<file path="src/rtl/mod_counter.sv">
// Modulo-N up/down counter with an enable prescaler, saturating parallel load,
// a one-cycle wrap pulse and a sticky overflow flag.
module mod_counter #(
  parameter int              WIDTH    = 4,
  parameter longint unsigned MODULUS  = 16,
  parameter int              PRESCALE = 1
) (
  input  logic             clock,
  input  logic             clear,
  input  logic             enable,
  input  logic             up,
  input  logic             load,
  input  logic [WIDTH-1:0] load_val,
  input  logic             ovf_clr,
  output logic [WIDTH-1:0] Q,
  output logic             wrap,
  output logic             ovf
);

  // Divider needs at least one bit even when PRESCALE is 1 (it then stays at 0).
  localparam int DIV_W = (PRESCALE > 1) ? $clog2(PRESCALE) : 1;
  localparam logic [DIV_W-1:0] DIV_LAST = DIV_W'(PRESCALE - 1);
  localparam logic [WIDTH-1:0] MAX_V    = WIDTH'(MODULUS - 64'd1);

  logic [WIDTH-1:0] q_q,    q_d;
  logic [DIV_W-1:0] div_q,  div_d;
  logic             wrap_q, wrap_d;
  logic             ovf_q,  ovf_d;
  logic [WIDTH-1:0] load_sat;

  // Out-of-range load values clamp to the top of the count range.
  always_comb begin
    load_sat = load_val;
    if (64'(load_val) >= MODULUS) begin
      load_sat = MAX_V;
    end
  end

  // Next-state: load beats enable; a step happens when the divider is on its last phase.
  always_comb begin
    q_d    = q_q;
    div_d  = div_q;
    wrap_d = 1'b0;
    if (load) begin
      q_d   = load_sat;
      div_d = '0;
    end else if (enable) begin
      if (div_q == DIV_LAST) begin
        div_d = '0;
        if (up) begin
          if (q_q == MAX_V) begin
            q_d    = '0;
            wrap_d = 1'b1;
          end else begin
            q_d = q_q + WIDTH'(1);
          end
        end else begin
          if (q_q == '0) begin
            q_d    = MAX_V;
            wrap_d = 1'b1;
          end else begin
            q_d = q_q - WIDTH'(1);
          end
        end
      end else begin
        div_d = div_q + DIV_W'(1);
      end
    end
    // Set wins over clear when both land on the same edge.
    ovf_d = (ovf_q & ~ovf_clr) | wrap_d;
  end

  // State registers with asynchronous clear.
  always_ff @(posedge clock or posedge clear) begin
    if (clear) begin
      q_q    <= '0;
      div_q  <= '0;
      wrap_q <= 1'b0;
      ovf_q  <= 1'b0;
    end else begin
      q_q    <= q_d;
      div_q  <= div_d;
      wrap_q <= wrap_d;
      ovf_q  <= ovf_d;
    end
  end

  assign Q    = q_q;
  assign wrap = wrap_q;
  assign ovf  = ovf_q;

endmodule
</file>
<file path="config.mk">
export PLATFORM = sky130hd
export DESIGN_NAME = mod_counter
export DESIGN_NICKNAME = d
export VERILOG_FILES = /design/src/rtl/mod_counter.sv
export SDC_FILE = /design/constraint.sdc
export NUM_CORES = 1
export LEC_CHECK = 0
export ABC_AREA = 1
export ABC_CLOCK_PERIOD_IN_PS = 1440
export BUFFER_PORTS_ARGS = -buffer_cell sky130_fd_sc_hd__buf_2
export CORE_AREA = 3 3 40 42
export CTS_BUF_LIST = sky130_fd_sc_hd__clkbuf_8
export CTS_CLUSTER_DIAMETER = 200
export CTS_CLUSTER_SIZE = 40
export DETAILED_ROUTE_END_ITERATION = 8
export DIE_AREA = 0 0 43 45
export GPL_ROUTABILITY_DRIVEN = 0
export HOLD_SLACK_MARGIN = 0.1
export MAX_ROUTING_LAYER = met4
export SYNTH_ARGS = -nofsm -noshare
export SYNTH_HDL_FRONTEND = slang
export SYNTH_SLANG_ARGS = --single-unit
</file>
<file path="constraint.sdc">
create_clock -name clock -period 1.44 [get_ports clock]
set_clock_uncertainty 0.15 [all_clocks]
set_input_delay 0.288 -clock clock [delete_from_list [all_inputs] [get_ports clock]]
set_output_delay 0.288 -clock clock [all_outputs]
set_load 0.01 [all_outputs]
</file>
==> results of run 1 <==
-- layout make-up --
cell class	count	area, um2
multi-input cells	37	229
fillers	141	686
flip-flops and latches	6	150
inverters	12	45.0
repair buffers	20	115
clock buffers	3	41.3
well taps	15	18.8
-- synth_stat cells, types with 2 or more instances --
cell / n
a21oi_1: 3
a22oi_1: 3
dfrtp_1: 6
ha_1: 2
inv_1: 11
nand2_1: 11
nand3_1: 5
nand4_1: 2
nor2_1: 3
o21ai_0: 3
xor2_1: 2
-- kinds of logic after synthesis --
group                    share of synthesized area
AO/OA/AOI/OAI                                0.166
XOR/XNOR                                    0.0439
adder cells (fa/ha/maj)                     0.0627
buffers and inverters                        0.113
flip-flops                                   0.376
AND/OR/NAND/NOR                              0.238
-- power by group through the flow --
stage / logic (uW) / clock network (uW) / registers [uW]
global placement: 160 / 0 / 213
CTS: 166 / 255 / 213
detailed placement: 161 / 0 / 213
floorplan: 83.0 / 0 / 219
global route: 219 / 262 / 218
finish: 194 / 249 / 215
-- layer usage --
metal  GRT usage  up-vias
met2       0.222       23
met3      0.0359        4
met1       0.164      210
met4      0.0964        0
li1            -      229
met5           -        -
-- path summary, 6_finish.rpt --
path                       depth (start not counted)  slack (ps)                to
max                                                6          70  Q[2]$_DFFE_PP0P_
min                                                2         120     ovf$_DFF_PP0_
max reg2reg                                        6          70  Q[2]$_DFFE_PP0P_
min reg2reg                                        2         400     ovf$_DFF_PP0_
max in group asynchronous                          3         540    wrap$_DFF_PP0_
min in group asynchronous                          3         390  Q[0]$_DFFE_PP0P_
-- state kept, by name, indices dropped and copies added, names as in the netlist --
| signal | cells |
|---|---|
| Q | 4 |
| ovf | 1 |
| wrap | 1 |
-- repair_timing --
action / 4_1_cts / 5_1_grt
pin swaps: 0 / 3
hold buffers: 1 / 0
endpoints found under the setup margin: 1 / 5
buffers inserted: 0 / 1
gates resized for setup: 2 / 8
hold endpoints to repair: 6 / 0
-- per-stage QoR --
stage | TNS, ps | instance area, um2 | utilization
floorplan | 0 | 399 | -
global placement | -16.5 | 515 | 0.401
detailed placement | -22.3 | 515 | 0.401
CTS | 0 | 572 | 0.445
global route | -22.2 | 599 | 0.466
finish | 0 | 599 | 0.466
==> metrics.txt, run 1 <==
GRT overflow=0; Reg clk slew, reported paths=40 ps; register share of total power=0.327; WL final=1.17 mm; nature of the critical path endpoint=register; Crit path largest cell delay=420 ps; sw power=202 uW; Internal=456 uW; Clock Tree Buf Depth=2; DR pass1 iterations=4; HP Class=input pin to register; Post-Syn Area=399 um2; CP top delay family=flip-flops; RR Startpoint=Q[0]$_DFFE_PP0P_; commonest cells after routing, fill and taps aside=15 x buf_2, 11 x nand2_1, 8 x inv_1, 6 x dfrtp_1, 5 x nand3_1; Routed WL per cell=12.6 um; metal1 wirelength=540 um; Switching Share=0.307; Slowest-stage cell, CP=dfrtp_1; pin count of the biggest net entering global routing=9; max-cap viol count=0; Initial Utilization=0.311; initial DRC count=21; worst path cell trace=inv_2, ha_4, inv_2, o21ai_2, xor2_1, o21ai_1; Final HPWL DP=858 um; Hold Slack=120 ps; Total GRT Usage=0.143; pre-CTS WS=-22.3 ps; detailed-route vias per instance=5.01; Num CTS Buffers=3; Synth area leader=dfrtp_1; core box area=0.00128 mm2; crit path kind=register to register; Final Non-Filler Cells=93; Max Freq=729 MHz; initial antenna violation count=0; final setup vio count=0; share of layout cells above drive strength 1=0.385; final routed DRC violation total=0; I/O Buffers=15; Final #Nets=92; relative slew slack=0.813; minimum clock period=1370 ps; CTS tree=done; syn avg cell area=7.26 um2; H-tree Lvls=1; P_leak=0.000324 uW; number of global-route vias before repair=474; crit path buf inv count=2; row count=13; Synth async-reset ratio=1.00; Peak VDD IR=0.400 mV; DR WL met2=534 um; Clock power frac=0.379; routed wl met3=58 um; final setup margin=69.2 ps; logic gate share of total power=0.295; Cell variety after synth=15; Die Y-Extent=45 um; Slew Viols, Final=0; commonest non-fill, non-tap cell in the layout=buf_2; status=finished clean; Yosys reg bits=6; die area=0.00194 mm2; Placed Instances=88; Synth warnings=0; start point of the critical path=Q[0]$_DFFE_PP0P_; CP Max Fanout=4; post-synthesis cell count=55; Syn Nets=67; cell chosen for the clock root=clkbuf_8; Hold Fails Final Rpt=0; PwrDens=1100 mW/mm2; number of flops mapped to enable cells by yosys=0; Synth top area share=0.376; via count=466; final antenna diode count=0; global-route wire length before repair=1.95 mm; register area share after synthesis=0.376; beginning of the worst hold path=ovf_clr; Most used DFF post-synth=dfrtp_1; area grow syn2layout=50.2%; RSZ-0062 raised after global routing=yes; Startpoint Class=register; Worst-Skew Late Latency=220 ps; Most Frequent Cell on Critical Path=inv_2; period utilization=0.952; Worst Max-Slew Pin Slew=281 ps; Top Layer Used=met4; # clock sinks=6; Final Power=657 uW; critical path data required time=1390 ps; Die W=43 um; Final ANT Viol Nets=0; # IOs=16; Arr. time, crit path=1320 ps; largest cells by area after synthesis=dfrtp_1 38%, inv_1 10%, nand2_1 10%
No activity file was read; power rests on OpenSTA's default activity.
==> run 2, diff against run 1 <==
--- a/config.mk
+++ b/config.mk
@@ -15,6 +15,7 @@
 export DETAILED_ROUTE_END_ITERATION = 8
 export DIE_AREA = 0 0 43 45
 export GPL_ROUTABILITY_DRIVEN = 0
+export GPL_TIMING_DRIVEN = 0
 export HOLD_SLACK_MARGIN = 0.1
 export MAX_ROUTING_LAYER = met4
 export SYNTH_ARGS = -nofsm -noshare
==> run 2 against run 1 <==
- register-to-register slack worse by 20 ps
- design area grew 1.5%
- via count is 6.9% lower
- sequential share of layout area is 0.051 points higher
- combinational power is 3% lower
- core utilization up 0.68 points
- largest power group unchanged
- highest routed layer unchanged
==> metrics.txt, run 2 (same netlist as run 1, synthesis figures left out) <==
final routed DRC violation total=0 (unchanged); Routed WL per cell=11.5 um (-9.1%); Largest register FFs=4 (unchanged); I/O Buffers=15 (unchanged); period utilization=0.967 (+0.0150); crit path kind=register to register; reg-to-reg setup timing slack=50 ps (-20 ps); Fillers=136 (-3.5%); final setup vio count=0 (unchanged); gr busiest metal=met2; core box area=0.00128 mm2 (unchanged); grt met2 use=0.180 (-0.0419); Worst Max-Slew Pin Slew=332 ps (+51.3 ps); max-cap viol count=0 (unchanged); Internal=456 uW (+0.13%); GRT overflow=0 (unchanged); initial antenna violation count=0 (unchanged); via count=434 (-6.9%); share of layout cells above drive strength 1=0.410 (+0.0256); global-route wire length before repair=1.64 mm (-16%); Slew Viols, Final=0 (unchanged); number of global-route vias before repair=400 (-16%); crit path capture=Q[2]$_DFFE_PP0P_; Peak VDD IR=0.458 mV (+15%); critical path data required time=1390 ps (about the same); Clock Tree Buf Depth=2 (unchanged); Arr. time, crit path=1340 ps (+20 ps); Final Power=653 uW (-0.64%); commonest non-fill, non-tap cell in the layout=buf_2; GR Util met1=0.148 (-0.0160); Reg clk slew, reported paths=30 ps (about the same); Num CTS Buffers=3 (unchanged); # clock sinks=6 (unchanged); Die Y-Extent=45 um (unchanged); H-tree Lvls=1 (unchanged); start point of the critical path=Q[0]$_DFFE_PP0P_; cell chosen for the clock root=clkbuf_8; fin util=0.473 (+0.00682); nature of the critical path endpoint=register; relative slew slack=0.779 (-0.0342); Die W=43 um (unchanged); initial DRC count=8 (-62%); status=finished clean; HP Class=input pin to register; final antenna diode count=0 (unchanged); WL final=1.07 mm (-9.1%); Total GRT Usage=0.117 (-0.0264); sw power=197 uW (-2.4%); pin count of the biggest net entering global routing=9 (unchanged); met3 Track Usage GR=0.0239 (-0.0120); minimum clock period=1390 ps (+21.6 ps); R2R cell count=6 (unchanged); Final HPWL DP=706 um (-18%); P_leak=0.000323 uW (-0.26%); RR Startpoint=Q[0]$_DFFE_PP0P_; area grow syn2layout=52.4%; detailed-route vias per instance=4.67 (-6.9%); Switching Share=0.301 (-0.00539); Final ANT Viol Nets=0 (unchanged); Placed Area=493 um2 (-4.4%); Final Non-Filler Cells=93 (unchanged); Clock power frac=0.371 (-0.008); Initial Utilization=0.311 (unchanged); Post-Route Setup TNS=0 ps (unchanged); Startpoint Class=register; Hold Fails Final Rpt=0 (unchanged); RR Endpoint=Q[2]$_DFFE_PP0P_; DR pass1 iterations=3 (-1); row count=13 (unchanged); Final Cell Area=608 um2 (+1.5%); CTS tree=done; Max Freq=718 MHz (-1.6%); CP Max Fanout=5 (+1); commonest cells after routing, fill and taps aside=15 x buf_2, 11 x nand2_1, 8 x inv_1, 5 x nand3_1; Final #Nets=92 (unchanged); Worst-Skew Late Latency=220 ps (about the same); Placed Instances=85 (-3.4%); # IOs=16 (unchanged); register share of total power=0.341 (+0.014); logic gate share of total power=0.288 (-0.007); PwrDens=1070 mW/mm2 (-2.1%); die area=0.00194 mm2 (unchanged)
-- run 2: worst max-delay path, stage by stage, from the launching register on --
cell and delay [ps]:
dfrtp_2 440, inv_2 100, ha_4 140, inv_2 50
o21ai_2 150, xor2_1 170, o21ai_1 70
-- run 2: worst min-delay path by stage --
stage / cells after the start / endpoint / slack [ps] / startpoint
floorplan: 1 / Q[0]$_DFFE_PP0P_ / -70 / clear
global placement: 2 / wrap$_DFF_PP0_ / 50 / clear
detailed placement: 2 / ovf$_DFF_PP0_ / 60 / clear
CTS: 2 / ovf$_DFF_PP0_ / 100 / ovf_clr
global route: 2 / ovf$_DFF_PP0_ / 130 / ovf_clr
finish: 2 / ovf$_DFF_PP0_ / 100 / ovf_clr
-- run 2: stage by stage --
step	setup WS, ps	hold slack [ps]
floorplan	14.2	-71.0
global placement	-74.4	53.5
detailed placement	-71.5	57.7
CTS	3.95	101
global route	-2.14	125
finish	47.5	103
-- run 2: layout make-up --
cell class                      count  area [um2]  share of cell area
Sequential cell                     6         153               0.251
Multi-Input combinational cell     37         235               0.387
Timing Repair Buffer               20         115               0.189
Inverter                           12        45.0              0.0741
Clock buffer                        3        41.3              0.0679
Tap cell                           15        18.8              0.0309
-- run 2: metal layers --
| metal | wire length (um) | vias to the layer above |
|---|---|---|
| li1 | - | 229 |
| met1 | 472 | 194 |
| met2 | 541 | 9 |
| met3 | 37 | 2 |
| met4 | 13 | 0 |
| met5 | 0 | - |
-- run 2: power by group through the flow --
stage | logic (uW) | clock network, uW | registers, uW
floorplan | 83.0 | 0 | 219
global placement | 138 | 0 | 219
detailed placement | 138 | 0 | 219
CTS | 142 | 246 | 220
global route | 211 | 257 | 227
finish | 188 | 242 | 223
-- run 2: timing repair --
item                                    in CTS  in global routing
hold buffers                                 1                  0
gates resized for setup                      4                 10
hold endpoints to repair                     6                  0
pin swaps                                    0                  2
buffers inserted                             0                  4
endpoints found under the setup margin       5                  5
